[src/rtl/icache_direct_if.sv]
// icache_direct_if: groups the fetch-side and memory-side buses of the
// direct-mapped instruction cache.
//
// Fetch side (datapath <-> cache):
//   imemREN  : fetch request
//   imemaddr : fetch byte address, bits [1:0] ignored
//   ihit     : imemload holds the requested word this cycle
//   imemload : instruction word, 0 when ihit=0
//   flush    : invalidate every frame
// Memory side (cache <-> arbiter):
//   iREN     : read request
//   iaddr    : word-aligned read address, 0 when no request
//   iwait    : memory busy
//   iload    : read data
//
// Handshake: the cache raises iREN with a stable iaddr and holds both until a
// cycle where iwait=0; iload is consumed in exactly that cycle and iREN drops
// on the following cycle. ihit is a same-cycle response to imemREN and has no
// back-pressure of its own.
//
// Modports: slave = cache, master = the datapath/memory environment.
interface icache_direct_if;
  logic        imemREN;
  logic [31:0] imemaddr;
  logic        ihit;
  logic [31:0] imemload;
  logic        flush;
  logic        iREN;
  logic [31:0] iaddr;
  logic        iwait;
  logic [31:0] iload;

  modport slave (
    input  imemREN, imemaddr, flush, iwait, iload,
    output ihit, imemload, iREN, iaddr
  );

  modport master (
    output imemREN, imemaddr, flush, iwait, iload,
    input  ihit, imemload, iREN, iaddr
  );
endinterface

[src/rtl/icache_direct.sv]
// icache_direct: direct-mapped, one-word-per-frame instruction cache.
// Hits are answered combinationally; a miss launches a fill (IDLE->FETCH)
// that writes the returned word into its frame, after which the lookup is
// repeated from IDLE. Flush invalidates all frames; saturating counters track
// hit cycles and miss events.
//
// Ports:
//   CLK         : rising-edge clock
//   RST         : synchronous active-high reset
//   bus         : icache_direct_if.slave (fetch and memory buses)
//   hit_cnt     : saturating count of cycles with ihit=1
//   miss_cnt    : saturating count of IDLE->FETCH transitions
//   o_dbg_fetch : 1 while the fill FSM is in FETCH
module icache_direct #(
  parameter int SETS = 16
) (
  input  logic               CLK,
  input  logic               RST,
  icache_direct_if.slave     bus,
  output logic [15:0]        hit_cnt,
  output logic [15:0]        miss_cnt,
  output logic               o_dbg_fetch
);

  localparam int IDX  = $clog2(SETS);
  localparam int TAGW = 30 - IDX;

  typedef enum logic {
    IDLE  = 1'b0,
    FETCH = 1'b1
  } state_t;

  state_t            r_state;
  state_t            w_state_nxt;

  logic [SETS-1:0]   r_valid;
  logic [TAGW-1:0]   r_tag  [SETS];
  logic [31:0]       r_data [SETS];
  // Only the word address of the pending fill is kept.
  logic [31:2]       r_fill_addr;
  logic [15:0]       r_hit_cnt;
  logic [15:0]       r_miss_cnt;

  logic [IDX-1:0]    w_index;
  logic [TAGW-1:0]   w_tag;
  logic [IDX-1:0]    w_fill_index;
  logic [TAGW-1:0]   w_fill_tag;
  logic              w_hit;
  logic              w_miss;
  logic              w_fill_done;
  logic              w_unused_lo;

  assign w_index      = bus.imemaddr[IDX+1:2];
  assign w_tag        = bus.imemaddr[31:IDX+2];
  assign w_fill_index = r_fill_addr[IDX+1:2];
  assign w_fill_tag   = r_fill_addr[31:IDX+2];
  assign w_unused_lo  = ^bus.imemaddr[1:0];

  // Lookups are only honoured in IDLE, so a fill can never race a hit.
  assign w_hit  = (r_state == IDLE) & bus.imemREN & r_valid[w_index] &
                  (r_tag[w_index] == w_tag) & ~bus.flush;
  assign w_miss = (r_state == IDLE) & bus.imemREN & ~w_hit & ~bus.flush;
  // Flush aborts a fill even if the memory answers in the same cycle.
  assign w_fill_done = (r_state == FETCH) & ~bus.iwait & ~bus.flush;

  always_comb begin
    w_state_nxt  = r_state;
    bus.ihit     = 1'b0;
    bus.imemload = 32'h0;
    bus.iREN     = 1'b0;
    bus.iaddr    = 32'h0;
    case (r_state)
      IDLE: begin
        bus.ihit     = w_hit;
        bus.imemload = w_hit ? r_data[w_index] : 32'h0;
        if (w_miss) w_state_nxt = FETCH;
      end
      FETCH: begin
        bus.iREN  = 1'b1;
        bus.iaddr = {r_fill_addr, 2'b00};
        if (bus.flush || !bus.iwait) w_state_nxt = IDLE;
      end
      default: w_state_nxt = IDLE;
    endcase
  end

  always_ff @(posedge CLK) begin
    if (RST) begin
      r_state     <= IDLE;
      r_valid     <= '0;
      r_fill_addr <= '0;
    end else begin
      r_state <= w_state_nxt;
      if (w_miss) r_fill_addr <= bus.imemaddr[31:2];
      if (bus.flush) begin
        r_valid <= '0;
      end else if (w_fill_done) begin
        r_valid[w_fill_index] <= 1'b1;
      end
    end
  end

  // Tag/data storage needs no reset: a frame is only read when its valid bit
  // is set, and valid is only set together with a tag/data write.
  always_ff @(posedge CLK) begin
    if (!RST && w_fill_done) begin
      r_tag[w_fill_index]  <= w_fill_tag;
      r_data[w_fill_index] <= bus.iload;
    end
  end

  always_ff @(posedge CLK) begin
    if (RST) begin
      r_hit_cnt  <= '0;
      r_miss_cnt <= '0;
    end else begin
      if (w_hit && (r_hit_cnt != 16'hFFFF))   r_hit_cnt  <= r_hit_cnt + 16'd1;
      if (w_miss && (r_miss_cnt != 16'hFFFF)) r_miss_cnt <= r_miss_cnt + 16'd1;
    end
  end

  assign hit_cnt     = r_hit_cnt;
  assign miss_cnt    = r_miss_cnt;
  assign o_dbg_fetch = (r_state == FETCH);

endmodule

[src/flat_wrapper.sv]
// flat-port wrapper written by rule: the top's interface ports become plain ports
module icache_direct_flat 
#(
  parameter int SETS = 16
)
  (CLK, RST, hit_cnt, miss_cnt, o_dbg_fetch, bus_imemREN, bus_imemaddr, bus_flush, bus_iwait, bus_iload, bus_ihit, bus_imemload, bus_iREN, bus_iaddr);
  icache_direct_if bus_i ();
  input  logic CLK;
  input  logic RST;
  output logic [15:0] hit_cnt;
  output logic [15:0] miss_cnt;
  output logic o_dbg_fetch;
  input wire logic [$bits(bus_i.imemREN)-1:0] bus_imemREN;
  input wire logic [$bits(bus_i.imemaddr)-1:0] bus_imemaddr;
  input wire logic [$bits(bus_i.flush)-1:0] bus_flush;
  input wire logic [$bits(bus_i.iwait)-1:0] bus_iwait;
  input wire logic [$bits(bus_i.iload)-1:0] bus_iload;
  output wire logic [$bits(bus_i.ihit)-1:0] bus_ihit;
  output wire logic [$bits(bus_i.imemload)-1:0] bus_imemload;
  output wire logic [$bits(bus_i.iREN)-1:0] bus_iREN;
  output wire logic [$bits(bus_i.iaddr)-1:0] bus_iaddr;
  assign bus_i.imemREN = bus_imemREN;
  assign bus_i.imemaddr = bus_imemaddr;
  assign bus_i.flush = bus_flush;
  assign bus_i.iwait = bus_iwait;
  assign bus_i.iload = bus_iload;
  assign bus_ihit = bus_i.ihit;
  assign bus_imemload = bus_i.imemload;
  assign bus_iREN = bus_i.iREN;
  assign bus_iaddr = bus_i.iaddr;
  icache_direct #(.SETS(SETS)) u_core (.CLK(CLK), .RST(RST), .bus(bus_i), .hit_cnt(hit_cnt), .miss_cnt(miss_cnt), .o_dbg_fetch(o_dbg_fetch));
endmodule
[config.mk]
export PLATFORM = sky130hd
export DESIGN_NAME = icache_direct_flat
export DESIGN_NICKNAME = d
export VERILOG_FILES = /design/src/rtl/icache_direct_if.sv /design/src/rtl/icache_direct.sv /design/src/flat_wrapper.sv
export SDC_FILE = /design/constraint.sdc
export NUM_CORES = 1
export LEC_CHECK = 0
export CORE_MARGIN = 3
export CORE_UTILIZATION = 35
export CTS_CLUSTER_SIZE = 14
export DETAILED_ROUTE_END_ITERATION = 12
export PLACE_DENSITY_LB_ADDON = 0.12
export SYNTH_ARGS = -nofsm -noshare
export SYNTH_HDL_FRONTEND = slang
export SYNTH_SLANG_ARGS = --single-unit
[constraint.sdc]
create_clock -name CLK -period 6.2 [get_ports CLK]
set_input_delay 1.24 -clock CLK [delete_from_list [all_inputs] [get_ports CLK]]
set_output_delay 1.24 -clock CLK [all_outputs]
set_load 0.02 [all_outputs]
==> reports/metrics.csv <==
stage;metric;value;unit
setup_path;delay of the slowest critical-path stage;0.51;ns
power_and_ir_drop;leakage;15.99;nW
setup_path;Worst EP required;4.96;ns
floorplanning;Initial Util;35.59;%
timing;Peak Freq;165.9;MHz
timing;final setup fails;0;
setup_path;CP max stage cell;mux4_2;
power_and_ir_drop;Sequential Power Share;51.8;%
power_and_ir_drop;Power Density;303.5;nW/um^2
power_and_ir_drop;Comb pwr share;4.5;%
grt;gr ovfl total;0;
power_and_ir_drop;Clk pwr share;43.7;%
finish;fillers;9715;
timing;worst-margin pin slew;1.163;ns
yosys;Synth top area share;70.17;%
finish;Area Growth Syn to Fin;19.51;%
clock_tree;Clock Latency Late Sink;0.71;ns
timing;Final Hold Fails;0;
yosys;Async SR Flop Fraction;0;%
floorplanning;die height;342.8;um
yosys;synthesized area;39710;sq um
clock_tree;hold_buf cts;0;
finish;Reg area;29450;sq um
floorplanning;I/O pin count;168;
yosys;#FFs+latches synth;1007;
grt;vias in the first global route;20710;
yosys;top_reg_cell synth;edfxtp_1;
grt;initial antenna violation count;8;
timing;setup TNS;0;ns
yosys;Synthesis Warnings;0;
route;1st-iter DRT viols;1487;
route;Vias/cell;5.201;
setup_path;Largest delay share family, worst path;buffers and inverters;
finish;Multi-input gate area;9718;sq um
setup_path;CP endpoint kind;output pin;
clock_tree;Root Buffer;clkbuf_16;
setup_path;CP Class;primary input to output pin;
clock_tree;clk slew on worst S/H paths;0.06;ns
setup_path;crit path DAT;4.79;ns
yosys;sequential element share of the synthesized area;74.15;%
setup_path;Critical Path, Cell by Cell;buf_8 -> buf_12 -> buf_12 -> mux4_2 -> mux2i_1 -> nand3b_1 -> a31oi_1 -> o211ai_1 -> or3_1 -> or2_2 -> buf_12 -> buf_4 -> nor2b_1 -> clkdlybuf4s15_1;
power_and_ir_drop;Sw Ratio;21.22;%
route;Vias;19850;
route;DRC Markers;0;
route;Detail Route Antenna Nets;0;
yosys;syn_area_per_cell;20.44;sq um
power_and_ir_drop;peak supply drop;0.1982;mV
setup_path;Buf/Inv on CP;6;
clock_tree;CTS tree;done;
floorplanning;Rows;122;
floorplanning;area of the die;117500;sq um
yosys;dominant cells by area after synthesis;edfxtp_1, mux4_2, dfxtp_1;
timing;RSZ-0062 raised after global routing;no;
placed_design;number of port buffers;163;
floorplanning;Die Wd;342.8;um
min_path;Hold WC Path Type;flip-flop to flip-flop;
finish;layout cell share with drive strength beyond 1;24.56;%
yosys;leading area contributor after synthesis;edfxtp_1;
placed_design;Final GP Congestion;0.7478;
clock_tree;Max Buffers Root-to-Sink;3;
finish;post-route cell area;47460;sq um
finish;Final nets;2304;
grt;first-pass GRT wire length;147600;um
timing;Final min period;6.029;ns
setup_path;most frequent CP cell;buf_12;
job;max-cap viol count;0;
timing;fin crit share;97.24;%
clock_tree;H-tree depth;3;
floorplanning;Core ar.;111600;sq um
grt;Overall Global Routing Usage;17.28;%
timing;worst rel slew slack;22.27;%
power_and_ir_drop;internal power;11.35;mW
yosys;Post-Synthesis Cells;1943;
clock_tree;TritonCTS buffer count;108;
setup_path;peak fanout along the critical path;16;
setup_path;critical path launch point type;primary input;
timing;Max Slew Vio Count;0;
route;drt first pass iters;5;
timing;Worst Skew;0.03766;ns
route;routed len/inst;26.53;um
grt;largest net degree at the start of global routing;66;
yosys;synth unique cells;69;
yosys;number of flops mapped to enable cells by yosys;928;
power_and_ir_drop;switching power;3.056;mW
placed_design;DPL Wire Length;57580;um
route;final WL;101300;um
outcome;outcome;finished clean;
placed_design;Placed Area;43960;sq um
clock_tree;Sink Count;1007;
routing by layer:
| layer | up-vias | GRT usage [%] | share of wire, % | routed length (um) |
|---|---|---|---|---|
| met3 | 153 | 3.272 | 5.2 | 5263 |
| met1 | 10620 | 23.83 | 44 | 44250 |
| met2 | 488 | 28.36 | 49 | 49470 |
| li1 | 8588 | - | - | - |
| met5 | - | 0 | 0.035 | 35 |
| met4 | 6 | 4.267 | 2.2 | 2250 |
area by class of cell:
type,instances,share of cell area [%]
Clock inverter,65,1.252
Antenna cell,4,0.02109
Sequential cell,1007,62.05
Timing Repair Buffer,288,6.045
Inverter,12,0.1002
Tap cell,1488,3.923
Clock buffer,137,6.135
Multi-Input combinational cell,816,20.48
worst paths after layout:
check	slack [ns]	end	cells after the start	startpoint
setup / recovery	0.17	bus_imemload[10]	14	bus_imemaddr[2]
setup reg to reg	2.21	u_core.hit_cnt[7]$_SDFFE_PP0P_	11	u_core.r_tag[5][21]$_DFFE_PP_
hold reg to reg	0.48	u_core.r_valid[5]$_SDFFE_PP0P_	2	u_core.r_valid[5]$_SDFFE_PP0P_
hold / removal	0.48	u_core.r_valid[5]$_SDFFE_PP0P_	2	u_core.r_valid[5]$_SDFFE_PP0P_
tightest hold or removal path: stages (launching register included):
cell	delay (ns)
dfxtp_1	0.33
a21oi_1	0.04
nor2_1	0.07
power groups by stage:
stage | Combinational [mW] | Sequential [mW] | Clock, mW
3_5_place_dp | 0.656 | 7.61 | 0
5_1_grt | 0.693 | 7.47 | 6.75
3_3_place_gp | 0.650 | 7.60 | 0
6_report | 0.642 | 7.46 | 6.30
4_1_cts | 0.659 | 7.46 | 6.47
2_1_floorplan | 0.390 | 7.59 | 0
logic make-up (layout without fill, tap and decap cells):
family | count (synthesis) | after routing | synth area share, %
AO/OA/AOI/OAI | 113 | 113 | 1.947
buffers and inverters | 121 | 502 | 1.717
XOR/XNOR | 29 | 29 | 0.6396
multiplexers | 382 | 382 | 17.56
other | 1 | 6 | 0.009443
flip-flops | 1007 | 1007 | 74.15
AND/OR/NAND/NOR | 288 | 288 | 3.913
adder cells (fa/ha/maj) | 2 | 2 | 0.06300
cell usage after synthesis (8+ instances only):
| cell type | instances |
|---|---|
| a21oi_1 | 37 |
| a22oi_1 | 22 |
| a31oi_1 | 8 |
| and2_1 | 31 |
| and3_1 | 14 |
| buf_1 | 12 |
| buf_2 | 17 |
| buf_4 | 10 |
| buf_6 | 10 |
| clkbuf_1 | 51 |
| dfxtp_1 | 79 |
| edfxtp_1 | 928 |
| inv_1 | 9 |
| mux2_2 | 9 |
| mux2i_1 | 124 |
| mux4_2 | 243 |
| nand2_1 | 32 |
| nand3_1 | 15 |
| nor2_1 | 87 |
| nor2b_1 | 41 |
| nor4_1 | 8 |
| o31ai_1 | 15 |
| or4_1 | 14 |
| xnor2_1 | 20 |
| xor2_1 | 9 |
metrics by stage:
step	hold WS (ns)	power [mW]	setup slack [ns]	util [%]	std cells
2_1_floorplan	0.4315	7.978	0.4839	-	1944
3_3_place_gp	0.4466	8.252	-0.2215	39.40	3611
3_5_place_dp	0.4574	8.264	-0.2110	39.40	3611
4_1_cts	0.4705	14.60	0.01078	42.51	3813
5_1_grt	0.4899	14.91	0.001894	42.52	3813
6_report	0.4752	14.41	0.1711	42.53	3817
registers in the layout, summed over array words and instances (netlist names):
register,cells
u_core.hit_cnt,16
u_core.miss_cnt,16
u_core.o_dbg_fetch,1
u_core.r_data,512
u_core.r_fill_addr,30
u_core.r_tag,416
u_core.r_valid,16
layout by cell type, fill, tap and decap left out, types with 14 or more instances in the layout:
cell and instances:
a21oi_1 37, a22oi_1 22, and2_1 31, and3_1 14
buf_12 26, buf_4 101, clkbuf_1 19, clkbuf_16 108
clkdlybuf4s50_1 125, clkinv_1 32, clkinv_2 15, dfxtp_1 79
dlygate4sd2_1 22, edfxtp_1 928, mux2i_1 124, mux4_2 243
nand2_1 32, nand3_1 15, nor2_1 71, nor2_4 16
nor2b_1 41, o31ai_1 15, or4_1 14, xnor2_1 20
timing repair:
| action | in CTS | in global routing |
|---|---|---|
| pin swaps | 0 | 0 |
| gates resized for setup | 28 | 10 |
| buffers inserted | 0 | 0 |
| endpoints found under the setup margin | 30 | 9 |
Note: power is estimated with default switching activity, not from simulation.
